===== config.mk =====
export PLATFORM = sky130hd
export DESIGN_NAME = uart_tx_serializer
export DESIGN_NICKNAME = d
export VERILOG_FILES = /design/src/rtl/uart_tx_serializer.sv
export SDC_FILE = /design/constraint.sdc
export NUM_CORES = 1
export LEC_CHECK = 0
export CAP_MARGIN = 20
export CORE_ASPECT_RATIO = 0.75
export CORE_MARGIN = 2
export CORE_UTILIZATION = 44
export DETAILED_ROUTE_END_ITERATION = 10
export PLACE_DENSITY = 0.68
export REMOVE_ABC_BUFFERS = 1
export SYNTH_ARGS = -nofsm -noshare
export SYNTH_HDL_FRONTEND = slang
export SYNTH_SLANG_ARGS = --single-unit

===== constraint.sdc =====
create_clock -name clk -period 1.65 [get_ports clk]
set_input_delay 0.33 -clock clk [delete_from_list [all_inputs] [get_ports clk]]
set_output_delay 0.33 -clock clk [all_outputs]
set_load 0.005 [all_outputs]

===== src/rtl/uart_tx_serializer.sv =====
`timescale 1ns/1ps
`default_nettype none
// ============================================================================
// Module      : uart_tx_serializer
// Description : UART transmit stage. Accepts a parallel word on a valid/ready
//               handshake and shifts it out LSB-first as start bit, data
//               bits, optional even-parity bit and stop bit.
//               Optional feature macro: UART_TX_PARITY_EN (parity bit).
// Revision    : 1.0 - initial release
// ============================================================================
module uart_tx_serializer #(
    parameter int WORD_SIZE       = 8,
    parameter int WORD_SIZE_WIDTH = 4,
    parameter int CLKS_PER_BIT    = 434,
    parameter int BAUD_CNT_WIDTH  = 9
) (
    input  logic                 clk,
    input  logic                 reset_b,
    input  logic [WORD_SIZE-1:0] tx_data_i,
    input  logic                 tx_valid_i,
    output logic                 tx_ready_o,
    output logic                 tx_serial_o,
    output logic                 tx_busy_o,
    output logic                 tx_done_o
);

    localparam logic [2:0] c_IDLE   = 3'd0;
    localparam logic [2:0] c_START  = 3'd1;
    localparam logic [2:0] c_DATA   = 3'd2;
`ifdef UART_TX_PARITY_EN
    localparam logic [2:0] c_PARITY = 3'd3;
`endif
    localparam logic [2:0] c_STOP   = 3'd4;

    localparam logic [BAUD_CNT_WIDTH-1:0]  c_BAUD_LAST = BAUD_CNT_WIDTH'(CLKS_PER_BIT - 1);
    localparam logic [WORD_SIZE_WIDTH-1:0] c_BIT_LAST  = WORD_SIZE_WIDTH'(WORD_SIZE - 1);

    logic [2:0]                 state_q,   state_d;
    logic [BAUD_CNT_WIDTH-1:0]  baud_q,    baud_d;
    logic [WORD_SIZE_WIDTH-1:0] bit_cnt_q, bit_cnt_d;
    logic [WORD_SIZE-1:0]       shift_q,   shift_d;
    logic                       serial_q,  serial_d;
    logic                       done_q,    done_d;
`ifdef UART_TX_PARITY_EN
    logic                       parity_q,  parity_d;
`endif

    logic w_accept;
    logic w_wrap;
    logic w_word_done;

    // Handshake, end-of-bit-period and last-data-bit strobes
    assign w_accept    = (state_q == c_IDLE) && tx_valid_i;
    assign w_wrap      = (baud_q == c_BAUD_LAST);
    assign w_word_done = w_wrap && (bit_cnt_q == c_BIT_LAST);

    // State and datapath registers; reset forces the line high at once
    always_ff @(posedge clk or negedge reset_b) begin
        if (!reset_b) begin
            state_q   <= c_IDLE;
            baud_q    <= '0;
            bit_cnt_q <= '0;
            shift_q   <= '0;
            serial_q  <= 1'b1;
            done_q    <= 1'b0;
`ifdef UART_TX_PARITY_EN
            parity_q  <= 1'b0;
`endif
        end else begin
            state_q   <= state_d;
            baud_q    <= baud_d;
            bit_cnt_q <= bit_cnt_d;
            shift_q   <= shift_d;
            serial_q  <= serial_d;
            done_q    <= done_d;
`ifdef UART_TX_PARITY_EN
            parity_q  <= parity_d;
`endif
        end
    end

    // Next-state logic: each non-idle state lasts whole bit periods
    always_comb begin
        state_d = state_q;
        case (state_q)
            c_IDLE:   if (tx_valid_i) state_d = c_START;
            c_START:  if (w_wrap) state_d = c_DATA;
`ifdef UART_TX_PARITY_EN
            c_DATA:   if (w_word_done) state_d = c_PARITY;
            c_PARITY: if (w_wrap) state_d = c_STOP;
`else
            c_DATA:   if (w_word_done) state_d = c_STOP;
`endif
            c_STOP:   if (w_wrap) state_d = c_IDLE;
            default:  state_d = c_IDLE;
        endcase
    end

    // Counters and shift register: bit counter selects zero on accept, increment per data bit
    always_comb begin
        baud_d    = (state_q == c_IDLE || w_wrap) ? '0 : baud_q + 1'b1;
        bit_cnt_d = bit_cnt_q;
        shift_d   = shift_q;
        if (w_accept) begin
            bit_cnt_d = '0;
            shift_d   = tx_data_i;
        end else if (state_q == c_DATA && w_wrap) begin
            bit_cnt_d = bit_cnt_q + 1'b1;
            shift_d   = shift_q >> 1;
        end
        done_d = (state_q == c_STOP) && w_wrap;
`ifdef UART_TX_PARITY_EN
        parity_d = w_accept ? ^tx_data_i : parity_q;
`endif
    end

    // Outputs: line level is computed from the upcoming state so the register lines up with it
    always_comb begin
        tx_ready_o = (state_q == c_IDLE);
        tx_busy_o  = (state_q != c_IDLE);
        case (state_d)
            c_START:  serial_d = 1'b0;
            c_DATA:   serial_d = shift_d[0];
`ifdef UART_TX_PARITY_EN
            c_PARITY: serial_d = parity_q;
`endif
            default:  serial_d = 1'b1;
        endcase
    end

    assign tx_serial_o = serial_q;
    assign tx_done_o   = done_q;

endmodule
`default_nettype wire


# --- Word level (Yosys, flattened, before mapping) ---
# Cells that the tools add are included.
word_totals:
  memories: 0
  latchBits: 0
  inputBits: 11
  mem_bits_ro: 0
  output_inout_bits: 4
  ram_bits: 0
  ff_bits: 26
  elab_cells: 35
classes:
  bitwise: 0
  div_mod_pow: 0
  n_reduce_logical: 8
  multipliers: 0
  addsub: 2
  magnitude_cmp: 0
  shifts: 0
  mux: 11
  n_eq_ne: 7
op_table:
  columns: ["operator", "n"]
  rows:
  - ["$mux W8", 2]
  - ["$mux W3", 4]
  - ["$pmux W3 S4", 1]
  - ["$add A9 B1 Y9 const B", 1]
  - ["$eq A9 B9 Y1 const B", 1]
  - ["$mux W9", 1]
  - ["$mux W4", 2]
  - ["$eq A3 B1 Y1 const B", 2]
  - ["$eq A3 B2 Y1 const B", 2]
  - ["$add A4 B1 Y4 const B", 1]
  - ["$eq A4 B3 Y1 const B", 1]
  - ["$logic_and A1 B1 Y1", 4]
  - ["$eq A3 B3 Y1 const B", 1]
  - ["$logic_not A3 Y1", 1]
  - ["$reduce_bool A3 Y1", 1]
  - ["$pmux W1 S2", 1]
  - ["$reduce_bool A2 Y1", 1]
  - ["$logic_or A1 B1 Y1", 1]

# --- Depth between registers and ports, before layout ---
# Gate-level depths: netlist of run 1.
depth:
  ltp_word: 6
  depth_mapped: 8
  mapped_depth_nobuf: 7

# --- Worst setup path after synthesis of run 1 ---
# OpenSTA, ideal clock, no wires.
synth_path:
  kind: "flip-flop to flip-flop"
  start: "register baud_q[1]"
  end: "register state_q[2]"
  t_arrival_ns: 1.747
  stages_incl_launch_ff: 8
  required_ns: 1.572
  path_slack_ns: -0.175
  path_cell_list: "dfrtp_1 > inv_1 > ha_1 > nand4bb_4 > or2_1 > clkbuf_2 > or4_1 > a21oi_1"
synth_between:
  elab_chain_cells: 4
  word_cells_on_any_way: 6
synth_lines:
  columns: ["element", "line_no", "text"]
  rows:
  - ["from (decl)", "39", "logic [BAUD_CNT_WIDTH-1:0] baud_q, baud_d;"]
  - ["from (signal assigned)", "71", "baud_q <= baud_d;"]
  - ["$eq A9 B9 Y1 (*)", "54", "assign w_wrap = (baud_q == c_BAUD_LAST);"]
  - ["$logic_and A1 B1 Y1", "55", "assign w_word_done = w_wrap && (bit_cnt_q == c_BIT_LAST);"]
  - ["$mux W3", "92", "c_DATA: if (w_word_done) state_d = c_STOP;"]
  - ["$pmux W3 S4 (*)", "85", "case (state_q)"]
  - ["via state_d[2]", "38", "logic [2:0] state_q, state_d;"]
  - ["to (signal assigned)", "60", "state_q <= c_IDLE;"]
  - ["to (signal assigned)", "70", "state_q <= state_d;"]
  - ["to (decl)", "38", null]
# Mark *: on every way through the listed nets, which the timed path passes. The rest lies on a longest branch.
# A chain may end at the register's enable or synchronous reset.

# --- Worst setup path in the final report of run 1 ---
layout_path:
  start: "register baud_q[1]"
  end: "register serial_q (netlist: tx_serial_o)"
layout_between:
  elab_chain_cells: 6
  word_cells_on_any_way: 12
layout_lines:
  columns: ["element", "line_no", "text"]
  rows:
  - ["$eq A9 B9 Y1 (*)", "54", null]
  - ["$logic_and A1 B1 Y1", "55", null]
  - ["$mux W3", "92", null]
  - ["$pmux W3 S4", "85", null]
  - ["$eq A3 B2 Y1 or $eq A3 B1 Y1 (tied branches)", "121", "case (state_d)"]
  - ["$pmux W1 S2 (*)", "121", null]
  - ["via serial_d", "42", "logic serial_q, serial_d;"]
  - ["to (signal assigned)", "74", "serial_q <= serial_d;"]
  - ["to (decl)", "42", null]
# Mark *: on every way through the listed nets, which the timed path passes. The rest lies on a longest branch. The select of a mux whose other input is x is not followed.

==> results of run 1 <==
placed cells by master, fill, tap and decap left out, drive strengths merged, types with 2 or more instances in the layout:
master | synthesis | routed
nor2 | 16 | 16
xnor2 | 2 | 2
nand4 | 3 | 3
or2 | 2 | 2
nand2 | 22 | 22
o21ai | 4 | 4
ha | 3 | 3
clkdlybuf4s50 | 0 | 11
buf | 2 | 26
a21oi | 4 | 4
nand3 | 3 | 3
a22oi | 5 | 5
inv | 5 | 5
clkbuf | 1 | 4
xor2 | 7 | 7
dfrtp | 25 | 25
report_power, final:
part,switching (W),internal (W)
Combinational,0.0000154,0.0000222
Clock,0.000195,0.000213
Sequential,0,0.000637
cell type report:
class / count / area share
clock buffers: 4 / 0.0330
inverters: 5 / 0.0128
flip-flops and latches: 26 / 0.391
multi-input cells: 85 / 0.336
well taps: 36 / 0.0270
repair buffers: 38 / 0.200
metrics by stage:
stage | cell area (um2) | setup TNS (ps) | instances | hold WS (ps) | power [W]
floorplan | 1200 | -1710 | 116 | 34.4 | 0.000650
global placement | 1520 | -247 | 184 | 452 | 0.000688
detailed placement | 1520 | -584 | 184 | 463 | 0.000688
CTS | 1640 | -665 | 194 | 427 | 0.00109
global route | 1670 | -1380 | 194 | 450 | 0.00113
finish | 1670 | -366 | 194 | 418 | 0.00108
registers in the layout (all words and copies together), names as in the netlist:
register	cells
tx_done_o	1
shift_q	8
bit_cnt_q	4
tx_serial_o	1
state_q	3
baud_q	9
worst paths after layout:
| kind | depth (start not counted) | endpoint | start | slack, ps |
|---|---|---|---|---|
| max | 7 | tx_serial_o | baud_q[1] | -110 |
| min | 2 | baud_q[5] | reset_b | 420 |
| max reg2reg | 7 | tx_serial_o | baud_q[1] | -110 |
| min reg2reg | 2 | shift_q[4] | shift_q[4] | 490 |
| max in group asynchronous | 2 | tx_serial_o | reset_b | 930 |
| min in group clk | 2 | shift_q[4] | shift_q[4] | 490 |
cells by family after synthesis:
family / Yosys count / synth area share
fa+ha+maj: 3 / 0.0310
compound gates: 15 / 0.0795
buf+inv: 8 / 0.0279
simple gates: 58 / 0.259
flops: 26 / 0.538
xor+xnor: 9 / 0.0650
what timing repair did:
item / CTS / global route
setup endpoints to repair: 8 / 25
buffers inserted: 6 / 1
gates resized for setup: 17 / 11
pin swaps: 9 / 4
per-layer routing:
layer	vias to the layer above	track usage	wire length, um
met5	-	0	0
met4	0	0.0709	43
met3	4	0.0365	72
met2	15	0.264	1170
met1	461	0.249	1260
li1	479	-	-
==> impl_metrics.csv, run 1 <==
group,metric,value,unit
detailed_routing,num_vias,959,
critical_path,slowest_delay,410,ps
detailed_routing,drc,0,
synth,ys_types,32,
synth,synth.largest_area_cell,"dfrtp_1",
clock_network,cts_tree,"done",
grt,track_usage,0.176,
outcome,status,"finished, violations left",
synth,netlist_top_cells_count,"dfrtp_1, nand2_1, nor2_1",
die,core,2620,um2
timing,final_hold_viol_count,0,
detailed_routing,drt-vias-per-instance,4.94,
die,chipHeight,49.5,um
die,dieArea,3200,um2
min_path,worstHoldPathType,"in2async",
synth,synth_cells,119,
critical_path,crit_required,1850,ps
place,pre_cts_slack,-102,ps
timing,maxSlewHeadroom,0.736,
grt,antenna_found_initial,0,
timing,slew_viol_final,0,
synth,ys_ff_latch,26,
grt,gr-total-overflow,0,
critical_path,worstSetupEndpointType,"register",
detailed_routing,dr.first_iter.drc_count,59,
layout,n_antenna_cell,0,
synth,seq_area_frac_synth,0.538,
critical_path,crit_chain,"inv_2 -> ha_4 -> nand4bb_4 -> nor4_4 -> nor2_2 -> a221o_1 -> a21oi_1",
timing,period_needed,1760,ps
detailed_routing,firstDrtPassIters,4,
layout,register_area,652,um2
power_and_ir_drop,power_density,649,nW/um2
layout,fin_util,0.635,
clock_network,postCtsHoldBufs,0,
die,io_pins,15,
critical_path,cpLargestDelayFamily,"simple AND/OR/NAND/NOR gates",
synth,yosysWarnings,0,
outcome,violations,"negative setup slack",
critical_path,cp_slowest_cell,"dfrtp_1",
synth,synth_edf_count,0,
layout,syn_to_final_growth,37.5,%
layout,fill_cells,227,
detailed_routing,drt-wirelength-per-cell,13.1,um
critical_path,criticalPathCategory,"reg2reg",
clock_network,clk_latency,270,ps
power_and_ir_drop,vdd_drop_max,0.389,mV
synth,synth_area,1210,um2
grt,grt_pass1_vias,959,
critical_path,crit_buf_inv,1,
timing,rsz0062_at_grt,"true",
synth,synth_ff_type,"dfrtp_1",
die,die_x,64.6,um
clock_network,htreeDepth,1,
grt,grt_start_max_net_pins,27,
clock_network,cts_buffer_depth,2,
place,port_buffers,14,
critical_path,crit_arrival,1960,ps
place,dp_hpwl,1750,um
layout,layout-drive-gt1-share,0.285,
timing,fin_ws,-110,ps
job,drv_cap,0,
synth,synth_most_common_cell,"dfrtp_1",
die,initial_core_util,0.462,
clock_network,numClockSinks,26,
synth,syn_area_per_cell,10.2,um2
critical_path,crit_path_start_kind,"register",
timing,finalCritPeriodShare,1.07,
timing,fin_worst_skew,2.32,ps
detailed_routing,drt_wl_total,2550,um
timing,tightestPinTransition,395,ps
timing,setup_viol,8,
place,gp_congestion,0.755,
grt,grt_pass1_wl,4310,um
detailed_routing,postRouteAntennaNets,0,
power_and_ir_drop,p_leak,0.782,nW
synth,synthArstFlopShare,1.00,
layout,nNetsFinal,173,
timing,max_freq,0.568,GHz
layout,multi_input_area,559,um2
synth,synth_area_leaders,"dfrtp_1, nand2_1, xor2_1, nor2_1, a22oi_1",
synth,yosys.area.top_type_share,0.516,
die,rows,16,
clock_network,path_clk_slew,90,ps
critical_path,crit_fanout,4,
clock_network,cts-root-buf,"clkbuf_8",
clock_network,numCtsBuffers,3,
No activity file was read; power rests on OpenSTA's default activity.
==> run 2, diff against run 1 <==
RECOVER_POWER = 25   (was default)
==> impl_metrics.csv, run 2 (same netlist as run 1, synthesis figures left out) <==
group,metric,value,unit
layout,top_register,"baud_q",
clock_network,htreeDepth,1,
timing,setup_viol,8,
clock_network,cts_tree,"done",
clock_network,postCtsHoldBufs,0,
die,io_pins,15,
layout,largest_register_ffs,9,
layout,top_regs,"baud_q (9), shift_q (8), bit_cnt_q (4)",
place,dp.cells,184,
critical_path,slowest_delay,410,ps
critical_path,cp_slowest_cell,"dfrtp_1",
clock_network,path_clk_slew,90,ps
layout,multi_input_area,559,um2
layout,syn_to_final_growth,37.3,%
die,die_x,64.6,um
job,drv_cap,0,
critical_path,criticalPathCategory,"reg2reg",
detailed_routing,dr.first_iter.drc_count,61,
layout,final_common_cell,"dfrtp_1",
grt,track_usage,0.176,
layout,fin_cells,194,
timing,slew_viol_final,0,
layout,fill_cells,226,
die,chipHeight,49.5,um
die,dieArea,3200,um2
critical_path,worstSetupEndpointType,"register",
power_and_ir_drop,vdd_drop_max,0.389,mV
power_and_ir_drop,switchingPower,0.000210,W
place,gp_congestion,0.755,
detailed_routing,drt-wirelength-per-cell,13.2,um
timing,final_hold_viol_count,0,
clock_network,numClockSinks,26,
clock_network,clk_latency,270,ps
critical_path,crit_fanout,4,
clock_network,cts_buffer_depth,2,
detailed_routing,num_vias,958,
timing,rsz0062_at_grt,"true",
clock_network,cts-root-buf,"clkbuf_8",
power_and_ir_drop,swShare,0.194,
critical_path,crit_path_start_kind,"register",
timing,tightestPinTransition,646,ps
critical_path,reg2reg_depth,7,
power_and_ir_drop,power_density,649,nW/um2
critical_path,crit_chain,"inv_2 -> ha_4 -> nand4bb_4 -> nor4_4 -> nor2_2 -> a221o_1 -> a21oi_1",
timing,finalCritPeriodShare,1.07,
min_path,worstHoldPathType,"reg2reg",
timing,period_needed,1760,ps
layout,register_area,652,um2
grt,grt_pass1_wl,4310,um
min_path,hold_depth,2,
detailed_routing,drt-vias-per-instance,4.94,
critical_path,crit_buf_inv,1,
place,dp_hpwl,1750,um
power_and_ir_drop,pwr-share-clk,0.377,
critical_path,crit_arrival,1960,ps
critical_path,cpLargestDelayFamily,"simple AND/OR/NAND/NOR gates",
outcome,status,"finished, violations left",
grt,grt_pass1_vias,959,
layout,layout-drive-gt1-share,0.285,
place,pre_cts_slack,-102,ps
timing,fin_ws,-110,ps
timing,fin_worst_skew,2.32,ps
layout,n_antenna_cell,0,
timing,maxSlewHeadroom,0.569,
grt,antenna_found_initial,0,
die,rows,16,
power_and_ir_drop,p_seq_frac,0.589,
power_and_ir_drop,cell_internal_pwr,0.000871,W
critical_path,crit_required,1850,ps
grt,gr-total-overflow,0,
detailed_routing,drc,0,
clock_network,numCtsBuffers,3,
timing,max_freq,0.568,GHz
detailed_routing,drt_wl_total,2550,um
layout,nNetsFinal,173,
critical_path,cp_num_cells,7,
grt,grt_start_max_net_pins,27,
detailed_routing,firstDrtPassIters,4,
timing,holdWs,487,ps
outcome,violations,"negative setup slack",
detailed_routing,postRouteAntennaNets,0,
layout,final_cell_mix,"dfrtp_1, nand2_1, buf_4",
power_and_ir_drop,p_leak,0.782,nW
power_and_ir_drop,pwr-share-comb,0.034,
die,initial_core_util,0.462,
die,core,2620,um2
place,port_buffers,14,
## run 2: cell count changes in the layout (fill, tap and decap cells not counted)
cell | before | now
buf_4 | 20 | 19
clkdlybuf4s50_1 | 11 | 10
clkbuf_2 | 0 | 1
dlygate4sd3_1 | 0 | 1
## run 2: per-layer routing
layer / wire length [um] / vias up / track usage / part of all wire
met5: 0 / - / 0 / 0
met4: 43 / 0 / 0.0709 / 0.017
met3: 72 / 4 / 0.0365 / 0.028
met2: 1170 / 15 / 0.264 / 0.46
met1: 1260 / 460 / 0.249 / 0.49
li1: - / 479 / - / -
## run 2: stage by stage
stage / util / setup TNS [ps] / total power, W / instance area [um2]
2_1_floorplan: - / -1710 / 0.000650 / 1200
3_3_place_gp: 0.579 / -247 / 0.000688 / 1520
3_5_place_dp: 0.579 / -584 / 0.000688 / 1520
4_1_cts: 0.625 / -665 / 0.00109 / 1640
5_1_grt: 0.635 / -1380 / 0.00112 / 1660
6_report: 0.635 / -366 / 0.00108 / 1660
## run 2: repair_timing
item	in CTS	in global routing
setup buffers	6	1
cloned	0	0
pin swaps	9	4
resized for setup	17	11
setup endpoints to repair	8	25
## run 2: final timing paths
check                              end  startpoint  slack [ps]
max                        tx_serial_o   baud_q[1]        -110
min                         shift_q[4]  shift_q[4]         490
max reg2reg                tx_serial_o   baud_q[1]        -110
min reg2reg                 shift_q[4]  shift_q[4]         490
max in group asynchronous    baud_q[0]     reset_b         630
min in group asynchronous    baud_q[5]     reset_b         600
## run 2: power groups by stage
stage                     sequential (W)  clock, W  combinational, W
final                           0.000637  0.000408         0.0000364
after global routing            0.000637  0.000448         0.0000399
after CTS                       0.000637  0.000419         0.0000386
after detailed placement        0.000649         0         0.0000383
after global placement          0.000649         0         0.0000383
after floorplan                 0.000649         0       0.000000234
## run 2: worst register-to-register path, cell delays in order, from the launching register on
cell       delay [ps]
dfrtp_1           410
inv_2              80
ha_4              130
nand4bb_4         140
nor4_4            400
nor2_2             90
a221o_1           320
a21oi_1           140
## run 2: layout make-up
class                   count  area share
flip-flops and latches     26       0.392
multi-input cells          85       0.336
repair buffers             38       0.199
clock buffers               4      0.0331
well taps                  36      0.0271
inverters                   5      0.0128
==> run 3, diff against run 2 <==
PLACE_DENSITY = 0.77   (was 0.68)
==> impl_metrics.csv, run 3 (same netlist as run 1, synthesis figures left out) <==
group,metric,value,unit
outcome,status,"finished, violations left",
outcome,violations,"negative setup slack",
place,dp_hpwl,1890,um
layout,top_regs,"baud_q (9), shift_q (8), bit_cnt_q (4)",
clock_network,cts-root-buf,"clkbuf_8",
critical_path,reg2reg_depth,6,
timing,setup_viol,7,
die,dieArea,3200,um2
layout,nNetsFinal,173,
die,die_x,64.6,um
clock_network,clk_latency,270,ps
grt,track_usage,0.201,
timing,holdWs,494,ps
detailed_routing,drc,0,
clock_network,cts_buffer_depth,2,
critical_path,crit_fanout,4,
timing,fin_worst_skew,1.71,ps
layout,largest_register_ffs,9,
detailed_routing,drt-wirelength-per-cell,14.8,um
clock_network,numCtsBuffers,3,
detailed_routing,firstDrtPassIters,4,
grt,antenna_found_initial,0,
critical_path,crit_chain,"ha_4 -> nand4bb_4 -> nor4_4 -> nor2_2 -> a221o_1 -> a21oi_2",
die,io_pins,15,
detailed_routing,dr.first_iter.drc_count,21,
detailed_routing,num_vias,1013,
power_and_ir_drop,power_density,625,nW/um2
min_path,hold_depth,2,
layout,syn_to_final_growth,37.4,%
power_and_ir_drop,vdd_drop_max,0.494,mV
layout,n_antenna_cell,0,
die,core,2620,um2
timing,max_freq,0.571,GHz
critical_path,criticalPathCategory,"reg2reg",
power_and_ir_drop,p_leak,0.757,nW
timing,tightestPinTransition,647,ps
min_path,worstHoldPathType,"reg2reg",
layout,register_area,652,um2
job,drv_cap,0,
clock_network,path_clk_slew,80,ps
grt,grt_start_max_net_pins,27,
place,gp_congestion,0.836,
clock_network,cts_tree,"done",
timing,finalCritPeriodShare,1.06,
detailed_routing,drt-vias-per-instance,5.22,
layout,fin_util,0.635,
timing,slew_viol_final,0,
clock_network,numClockSinks,26,
layout,top_register,"baud_q",
critical_path,worstSetupEndpointType,"register",
clock_network,htreeDepth,1,
place,port_buffers,14,
critical_path,cp_slowest_cell,"dfrtp_1",
timing,rsz0062_at_grt,"true",
die,chipHeight,49.5,um
layout,fill_cells,201,
timing,period_needed,1750,ps
critical_path,cpLargestDelayFamily,"simple AND/OR/NAND/NOR gates",
layout,final_cell_mix,"dfrtp_1, nand2_1, buf_4",
critical_path,cp_num_cells,6,
timing,fin_ws,-102,ps
critical_path,crit_arrival,1960,ps
die,initial_core_util,0.462,
timing,maxSlewHeadroom,0.569,
critical_path,slowest_delay,430,ps
die,rows,16,
detailed_routing,postRouteAntennaNets,0,
critical_path,crit_required,1860,ps
layout,multi_input_area,583,um2
layout,layout-drive-gt1-share,0.304,
grt,gr-total-overflow,0,
layout,final_common_cell,"dfrtp_1",
place,pre_cts_slack,-107,ps
power_and_ir_drop,power,0.00104,W
grt,grt_pass1_wl,4730,um
grt,grt_pass1_vias,1029,
critical_path,crit_path_start_kind,"register",
detailed_routing,drt_wl_total,2870,um
timing,final_hold_viol_count,0,
critical_path,crit_buf_inv,0,
run 3: changes by cell type in the layout (fill, tap and decap cells not counted), moves of 2 or more:
| cell | before | now |
|---|---|---|
| a21oi_1 | 3 | 1 |
| a21oi_2 | 1 | 3 |
| buf_4 | 19 | 21 |
| buf_6 | 5 | 3 |
| o21ai_0 | 2 | 4 |
run 3: what timing repair did:
item,in CTS,in global routing
hold buffers,0,0
buffers inserted,4,4
setup endpoints to repair,13,25
gates resized for setup,17,8
pin swaps,6,4
run 3: report_power, final:
group | leakage, nW | internal, W | total, W | switching, W
registers | 0.309 | 0.000637 | 0.000637 | 0
logic | 0.426 | 0.0000210 | 0.0000370 | 0.0000159
clock network | 0.0228 | 0.000173 | 0.000368 | 0.000194
run 3: stage by stage:
step                instances  TNS (ps)  cell area (um2)
finish                    194      -315             1670
global route              194     -1770             1670
CTS                       190      -410             1600
detailed placement        182      -623             1500
global placement          182      -252             1500
floorplan                 116     -1710             1200
run 3: worst paths after layout:
path,startpoint,end,slack [ps]
hold reg to reg,shift_q[4],shift_q[4],490
setup / recovery,baud_q[0],tx_serial_o,-100
hold / removal,shift_q[4],shift_q[4],490
setup reg to reg,baud_q[0],tx_serial_o,-100
max in group asynchronous,reset_b,bit_cnt_q[2],630
min in group asynchronous,reset_b,baud_q[4],600
run 3: worst min-delay path, cell delays in order, from the launching register on:
cell and delay [ps]:
dfrtp_1 360, nand2_1 50, nand2_1 50
run 3: routing by layer:
metal  wire (um)  track usage
met1        1340        0.250
met2        1320        0.313
met3         112       0.0548
met4          95        0.124
met5           0            0
run 3: final cells by class:
cell class                      instances  area share
Clock buffer                            4      0.0270
Inverter                                5      0.0113
Multi-Input combinational cell         85       0.350
Sequential cell                        26       0.391
Tap cell                               36      0.0270
Timing Repair Buffer                   38       0.193
